[config.mk]
export PLATFORM = sky130hd
export DESIGN_NAME = skinny_inv_sbox_hpc2_pipe_d2
export DESIGN_NICKNAME = d
export VERILOG_FILES = /design/src/rtl/skinny_inv_sbox_hpc2_pipe_d2.sv
export SDC_FILE = /design/constraint.sdc
export NUM_CORES = 1
export LEC_CHECK = 0
export ABC_AREA = 1
export BUFFER_PORTS_ARGS = -buffer_cell sky130_fd_sc_hd__buf_4
export CORE_MARGIN = 1
export CORE_UTILIZATION = 58
export DETAILED_ROUTE_END_ITERATION = 10
export PLACE_DENSITY_LB_ADDON = 0.25
export REMOVE_ABC_BUFFERS = 1
export SETUP_SLACK_MARGIN = 0.2
export SLEW_MARGIN = 15
export SYNTH_ARGS = -nofsm -noshare
export SYNTH_HDL_FRONTEND = slang
export SYNTH_SLANG_ARGS = --single-unit
[constraint.sdc]
create_clock -name clk -period 1.4 [get_ports clk]
set_clock_uncertainty 0.1 [all_clocks]
set_input_delay 0.21 -clock clk [delete_from_list [all_inputs] [get_ports clk]]
set_output_delay 0.21 -clock clk [all_outputs]
set_load 0.01 [all_outputs]
[src/rtl/skinny_inv_sbox_hpc2_pipe_d2.sv]
// rtl/skinny_inv_sbox_hpc2_pipe_d2.sv - 3-share masked SKINNY-64 inverse S-box, HPC2 mux gadgets on a BDD, 9-stage pipe
// BDD order: x3 (leaves) -> x2 -> x1 -> x0 (roots); 21 shared nodes, each a 2-cycle mux2_HPC2 gadget.
module skinny_inv_sbox_hpc2_pipe_d2 #(
    parameter int SECURITY_ORDER = 2,
    parameter int LATENCY        = 9,
    parameter int FRESH_W        = 63
) (
    input  logic               clk,
    input  logic               rst,
    input  logic               in_valid,
    input  logic [3:0]         SI_s0,
    input  logic [3:0]         SI_s1,
    input  logic [3:0]         SI_s2,
    input  logic [FRESH_W-1:0] Fresh,
    output logic               out_valid,
    output logic [3:0]         SO_s0,
    output logic [3:0]         SO_s1,
    output logic [3:0]         SO_s2
);

    localparam int NG = 21;
    localparam logic [2:0] C0 = 3'b000;
    localparam logic [2:0] C1 = 3'b001;

    if (SECURITY_ORDER != 2 || LATENCY != 9 || FRESH_W != 63) begin : g_bad_param
        $error("skinny_inv_sbox_hpc2_pipe_d2: only SECURITY_ORDER=2, LATENCY=9, FRESH_W=63 supported");
    end

    logic [2:0] x3, x2, x1, x0;
    assign x3 = {SI_s2[3], SI_s1[3], SI_s0[3]};
    assign x2 = {SI_s2[2], SI_s1[2], SI_s0[2]};
    assign x1 = {SI_s2[1], SI_s1[1], SI_s0[1]};
    assign x0 = {SI_s2[0], SI_s1[0], SI_s0[0]};

    logic [2:0] g_s [NG];
    logic [2:0] g_a [NG];
    logic [2:0] g_b [NG];
    logic [2:0] g_o [NG];

    // buf_clk chains: selects and pass-through operands realigned to each gadget level
    logic [2:0] x2_q [2];
    logic [2:0] x1_q [4];
    logic [2:0] x0_q [6];
    logic [2:0] x3_node_q [2];
    logic [2:0] m2_q [2];
    logic [2:0] m3_q [2];

    always_ff @(posedge clk) begin
        x2_q[0]      <= x2;
        x2_q[1]      <= x2_q[0];
        x1_q[0]      <= x1;
        for (int i = 1; i < 4; i++) x1_q[i] <= x1_q[i-1];
        x0_q[0]      <= x0;
        for (int i = 1; i < 6; i++) x0_q[i] <= x0_q[i-1];
        x3_node_q[0] <= g_o[0];
        x3_node_q[1] <= x3_node_q[0];
        m2_q[0]      <= g_o[4];
        m2_q[1]      <= m2_q[0];
        m3_q[0]      <= g_o[5];
        m3_q[1]      <= m3_q[0];
    end

    always_comb begin
        for (int g = 0; g < 2; g++)   g_s[g] = x3;
        for (int g = 2; g < 11; g++)  g_s[g] = x2_q[1];
        for (int g = 11; g < 17; g++) g_s[g] = x1_q[3];
        for (int g = 17; g < NG; g++) g_s[g] = x0_q[5];
    end

    // Each gadget computes s ? b : a; nodes g0=x3, g1=~x3, g2..g10 over x2, g11..g16 over x1, g17..g20 = output bits 0..3
    always_comb begin
        g_a[0]  = C0;          g_b[0]  = C1;
        g_a[1]  = C1;          g_b[1]  = C0;
        g_a[2]  = C1;          g_b[2]  = C0;
        g_a[3]  = C0;          g_b[3]  = g_o[0];
        g_a[4]  = g_o[0];      g_b[4]  = C1;
        g_a[5]  = g_o[1];      g_b[5]  = C0;
        g_a[6]  = C0;          g_b[6]  = g_o[1];
        g_a[7]  = C1;          g_b[7]  = g_o[0];
        g_a[8]  = g_o[0];      g_b[8]  = g_o[1];
        g_a[9]  = C0;          g_b[9]  = C1;
        g_a[10] = g_o[1];      g_b[10] = C1;
        g_a[11] = g_o[2];      g_b[11] = g_o[4];
        g_a[12] = g_o[3];      g_b[12] = x3_node_q[1];
        g_a[13] = g_o[6];      g_b[13] = g_o[7];
        g_a[14] = g_o[5];      g_b[14] = g_o[4];
        g_a[15] = g_o[8];      g_b[15] = g_o[3];
        g_a[16] = g_o[9];      g_b[16] = g_o[10];
        g_a[17] = g_o[11];     g_b[17] = g_o[12];
        g_a[18] = m3_q[1];     g_b[18] = m2_q[1];
        g_a[19] = g_o[13];     g_b[19] = g_o[14];
        g_a[20] = g_o[15];     g_b[20] = g_o[16];
    end

    for (genvar g = 0; g < NG; g++) begin : g_gadget
        logic [2:0] d;
        logic [2:0] r;
        logic [2:0] ab_q, s_q, a_q, o_q;
        logic [5:0] nr_q, dr_q;

        assign d = g_a[g] ^ g_b[g];
        assign r = Fresh[3*g +: 3];

        // HPC2 AND of s and (a^b), r = {r12, r02, r01}; a is re-added per share at the output stage
        always_ff @(posedge clk) begin
            ab_q   <= g_s[g] & d;
            s_q    <= g_s[g];
            a_q    <= g_a[g];
            nr_q   <= {~g_s[g][2] & r[2], ~g_s[g][2] & r[1],
                       ~g_s[g][1] & r[2], ~g_s[g][1] & r[0],
                       ~g_s[g][0] & r[1], ~g_s[g][0] & r[0]};
            dr_q   <= {d[1] ^ r[2], d[0] ^ r[1],
                       d[2] ^ r[2], d[0] ^ r[0],
                       d[2] ^ r[1], d[1] ^ r[0]};
            o_q[0] <= a_q[0] ^ ab_q[0] ^ nr_q[0] ^ nr_q[1] ^ (s_q[0] & dr_q[0]) ^ (s_q[0] & dr_q[1]);
            o_q[1] <= a_q[1] ^ ab_q[1] ^ nr_q[2] ^ nr_q[3] ^ (s_q[1] & dr_q[2]) ^ (s_q[1] & dr_q[3]);
            o_q[2] <= a_q[2] ^ ab_q[2] ^ nr_q[4] ^ nr_q[5] ^ (s_q[2] & dr_q[4]) ^ (s_q[2] & dr_q[5]);
        end

        assign g_o[g] = o_q;
    end

    logic [LATENCY-1:0] vld_q;
    logic [3:0]         so0_q, so1_q, so2_q;

    always_ff @(posedge clk) begin
        if (rst) begin
            vld_q <= '0;
            so0_q <= 4'h0;
            so1_q <= 4'h0;
            so2_q <= 4'h0;
        end else begin
            vld_q <= {vld_q[LATENCY-2:0], in_valid};
            so0_q <= {g_o[20][0], g_o[19][0], g_o[18][0], g_o[17][0]};
            so1_q <= {g_o[20][1], g_o[19][1], g_o[18][1], g_o[17][1]};
            so2_q <= {g_o[20][2], g_o[19][2], g_o[18][2], g_o[17][2]};
        end
    end

    assign out_valid = vld_q[LATENCY-1];
    assign SO_s0     = so0_q;
    assign SO_s1     = so1_q;
    assign SO_s2     = so2_q;

endmodule

== Word-level counts from Yosys, hierarchy flattened ==
Memory sizes are Yosys's and may differ from the RTL's.
Cells that the tools add are included.
Widths: inputs -> output; s select.
Word-level totals
  register bits: 431
  bits in latches: 0
  bits in writable memories: 54
  bits in read-only memories: 0
  input port bits: 78
  output and inout bits: 13
  word-level logic and storage cells: 797
  memories: 6
Memory list
  x0_q: words 6, bits a word 3, read ports 6, clocked after memory_dff 0, write ports 6, line 43  | logic [2:0] x0_q [6];
  x1_q: words 4, bits a word 3, read ports 4, clocked after memory_dff 0, write ports 4, line 42  | logic [2:0] x1_q [4];
  m2_q: words 2, bits a word 3, read ports 2, clocked after memory_dff 0, write ports 2, line 45  | logic [2:0] m2_q [2];
  m3_q: words 2, bits a word 3, read ports 2, clocked after memory_dff 0, write ports 2, line 46  | logic [2:0] m3_q [2];
  x2_q: words 2, bits a word 3, read ports 2, clocked after memory_dff 0, write ports 2, line 41  | logic [2:0] x2_q [2];
  x3_node_q: words 2, bits a word 3, read ports 2, clocked after memory_dff 0, write ports 2, line 44  | logic [2:0] x3_node_q [2];
Cells by class
  add/sub/neg operators: 0
  multiply operators: 0
  divide/modulo/power cells: 0
  order comparisons: 0
  equal/unequal tests: 0
  shift-type cells: 0
  muxes and demuxes: 0
  bitwise operators: 691
  reduce and logical (&&, ||, !) cells: 0
Operators with widths (count)
  $xor 1x1->1: 388
  $and 1x1->1: 252
  $and 3x3->3: 15
  $xor 3x3->3: 11
  $not 1->1: 25

== Logic depth before layout (Yosys ltp) ==
  depth after elaboration: 5
  gate-level depth with buffers: 9
  mapped depth without buffers: 8

== Worst setup path before layout ==
OpenSTA, ideal clock, no wires.
  path kind: register to register
  start point: reg, netlist name g_gadget[3].ab_q[2]
  end point: reg g_gadget[4].o_q[2]
  data arrival time: 0.853 ns
  slack: 0.338 ns
  cell stages (with the launch flop): 10
  buffers on the path: 1
  cells stage by stage: dfxtp_1 clkbuf_2 nor2_1 inv_1 nand2_1 nand2_1 nand2_1 nand2_1 nand2_1 inv_1
RTL lines
  to (signal assigned): line 117  | o_q[2] <= a_q[2] ^ ab_q[2] ^ nr_q[4] ^ nr_q[5] ^ (s_q[2] & dr_q[4]) ^ (s_q[2] & dr_q[5]);
  to (decl): line 98  | logic [2:0] ab_q, s_q, a_q, o_q;

== Final worst setup path ==
  start point: reg so1_q[1], in the netlist SO_s1[1]
  end point: out SO_s1[1]
RTL lines
  from (decl): line 124  | logic [3:0] so0_q, so1_q, so2_q;
  from (signal assigned): line 135  | so1_q <= {g_o[20][1], g_o[19][1], g_o[18][1], g_o[17][1]};
  to (decl): line 17  | output logic [3:0] SO_s1,
No word-level cell between the ends.

==> results.toml <==
[sta]
max_slew_margin_pct = 46.8
holdWs_ns = 0.204
finalWorstSetupSlack_ns = 0.121
hold_viol = 0
finalSetupTns_ns = 0
fin_crit_ns = 1.28
drv_slew = 0
grt_setup_unrepaired = "yes"
worst_pin_slew_ns = 0.798
timing.fmax_mhz = 782
finalSetupViolations = 0
period_share_pct = 91.4

[place]
dp_hpwl_mm = 25.0
dp_slack_ns = 0.144
port_buffers = 90
gp_congestion = 0.828

[worst_setup_path]
cp.depth = 1
crit_required_ns = 1.09
rrSetupSlack_ns = 0.19
crit_family = "flip-flops"
end_kind = "primary output"
critical_path.max_stage_delay_ns = 0.32
cp_cell_sequence = "buf_6"
r2r_end = "g_gadget[3].o_q[1]$_DFF_P_"
cp-start-kind = "flop"
rr_worst_depth = 6
crit_type = "reg -> out"
cp_max_fo = 1
reg2reg_from = "g_gadget[10].s_q[1]$_DFF_P_"
cp.buffers_inverters = 1
crit_arrival_ns = 0.97
slowest_stage = "dfxtp_2"

[clock_network]
cts_buffers = 47
cts.sinks = 469
clock_path_buffers = 3
clk_pin_slew_ns = 0.06
h-tree-depth = 2
cts_tree = "yes"
root_buffer = "clkbuf_16"
insertion_delay_ns = 0.55

[synthesis]
yosys.area.top_type = "dfxtp_1"
synth.avg_cell_area_sq_um = 7.65
synth_fa_ha_area_share_pct = 0
synth_xor_xnor_area_share_pct = 9.18
ys_types = 21
synth_top_family_by_area = "simple AND/OR/NAND/NOR gates"
synthMuxAreaShare_pct = 0
syn_area_sq_um = 17600
synth_compound_area_share_pct = 0.284
synthCells = 2303
synth_top_area_share_pct = 53.3
synth_seq_area_share_pct = 53.3
synth_area_leaders = "dfxtp_1 (53%), nand2_1 (15%), inv_1 (8.9%)"
synthSimpleGateAreaFrac_pct = 27.0
synth_seq_cells = 469
synth_warnings = 0

[power]
power_density_nw_per_um2 = 1900
p_int_uw = 28200
pwr-share-seq_pct = 45.2
p_leak_uw = 0.0114
peakVddDrop_uv = 1200
pwr-share-comb_pct = 25.0
clock_power_share_pct = 29.8
switching_share_pct = 31.5
switchingPower_uw = 13000

[detailed_routing]
viasPerCell = 4.74
drtIter0Drc = 626
wl_per_cell_microns = 12.5
dr_total_vias = 14000
finalWirelength_mm = 36.9
antenna_left = 0
drt-pass1-iter-count = 5
drc = 0

[final_layout]
fillers = 2071
areaGrowthSynthToFinish_pct = 23.3
layout.nets = 2600
ff_latch_area_sq_um = 9440
layout_common_cells = "nand2_1 (673), dfxtp_1 (442), inv_1 (401)"
utilization_pct = 73.1
drive_gt1_share_pct = 13.4
layout_commonest_cell = "nand2_1"
insertedDiodeCount = 0
multi_input_area_sq_um = 6770

[floorplan]
die_y_microns = 176
ios = 91
rows = 63
dieArea_sq_um = 31100
die_w_microns = 176
initial_core_util_pct = 59.3
coreArea_sq_um = 29700

[job]
drv_cap = 0

[worst_hold_path]
hold_end = "x2_q[0][0]$_DFF_P_"
min-delay-path-class = "in -> reg"
min_path_cells = 2
min-delay-start = "SI_s0[2]"

[global_route]
grt_pass1_vias = 13800
antenna_found_initial = 0
grt_first_pass_wirelength_mm = 60.1
globalRoute.totalOverflow = 0
grt_max_degree = 23
track_usage_pct = 23.9

[run_status]
status = "complete, no violations"
## what timing repair did
action	in CTS	in global routing
setup buffers	3	1
cloned	1	1
resized for setup	35	131
endpoints found under the setup margin	34	77
pin swaps	0	43
hold buffers	78	0
hold endpoints to repair	281	0
## Yosys cell counts
| master | instances |
|---|---|
| nand2_1 | 720 |
| dfxtp_1 | 469 |
| inv_1 | 419 |
| nor2_1 | 233 |
| nand3_1 | 207 |
| xor2_1 | 121 |
| xnor2_1 | 58 |
| inv_2 | 13 |
| clkbuf_1 | 11 |
| nand3b_1 | 9 |
| buf_2 | 7 |
| buf_4 | 7 |
| or2_2 | 7 |
| a21oi_1 | 4 |
| buf_6 | 4 |
| nand4_1 | 4 |
| o21ai_0 | 3 |
| xnor2_2 | 3 |
| o21bai_1 | 2 |
| clkbuf_2 | 1 |
| or2_1 | 1 |
## registers in the layout, indices dropped and copies added, names as in the netlist, 6 cells and up
name and count:
m2_q 6, x1_q 12, g_gadget.o_q 63, g_gadget.nr_q 126, g_gadget.a_q 34, g_gadget.dr_q 122
vld_q 9, x0_q 18, g_gadget.s_q 12, x2_q 6, g_gadget.ab_q 41
## how the worst max path moves through the flow
| stage | startpoint | end | slack (ns) |
|---|---|---|---|
| final | SO_s1[1]$_SDFF_PP0_ | SO_s1[1] | 0.12 |
| after global placement | g_gadget[10].s_q[2]$_DFF_P_ | g_gadget[2].o_q[2]$_DFF_P_ | 0.16 |
| after floorplan | g_gadget[10].s_q[1]$_DFF_P_ | g_gadget[10].o_q[1]$_DFF_P_ | 0.30 |
| after CTS | SO_s1[1]$_SDFF_PP0_ | SO_s1[1] | 0.1 |
| after detailed placement | g_gadget[10].s_q[2]$_DFF_P_ | g_gadget[2].o_q[2]$_DFF_P_ | 0.14 |
| after global routing | g_gadget[16].s_q[0]$_DFF_P_ | g_gadget[11].o_q[0]$_DFF_P_ | 0.09 |
## through the flow
stage          cells  cell area (sq um)  power [uW]
2_1_floorplan   2273              17400       25500
4_1_cts         2946              21300       40700
5_1_grt         2948              21700       43800
3_3_place_gp    2779              18800       27500
3_5_place_dp    2779              18800       28100
6_report        2948              21700       41200
## per-layer routing
| layer | vias up | track usage [%] | share of wire (%) |
|---|---|---|---|
| li1 | 7232 | - | - |
| met3 | 117 | 3.55 | 4.1 |
| met4 | 0 | 10.8 | 4.0 |
| met2 | 315 | 47.0 | 53 |
| met1 | 6310 | 24.5 | 39 |
| met5 | - | 0 | 0 |
## power groups by stage
stage	logic [uW]	clock network [uW]	registers (uW)
finish	10300	12300	18600
floorplan	7200	0	18300
CTS	9830	12500	18400
global placement	8950	0	18500
global route	11800	13100	19000
detailed placement	9450	0	18600
## logic make-up (layout without fill, tap and decap cells)
group | Yosys count | after routing
and+or+nand+nor | 1181 | 1181
DFF | 469 | 469
buffers and inverters | 462 | 717
xor gates and xnor gates | 182 | 182
AOI/OAI and AO/OA | 9 | 9
## cell type report
type	count	area share (%)
Sequential cell	469	43.4
Tap cell	390	2.25
Clock buffer	70	6.56
Timing Repair Buffer	200	8.51
Multi-Input combinational cell	1372	31.2
Clock inverter	15	0.605
Inverter	432	7.47
No activity file was read; power rests on OpenSTA's default activity.
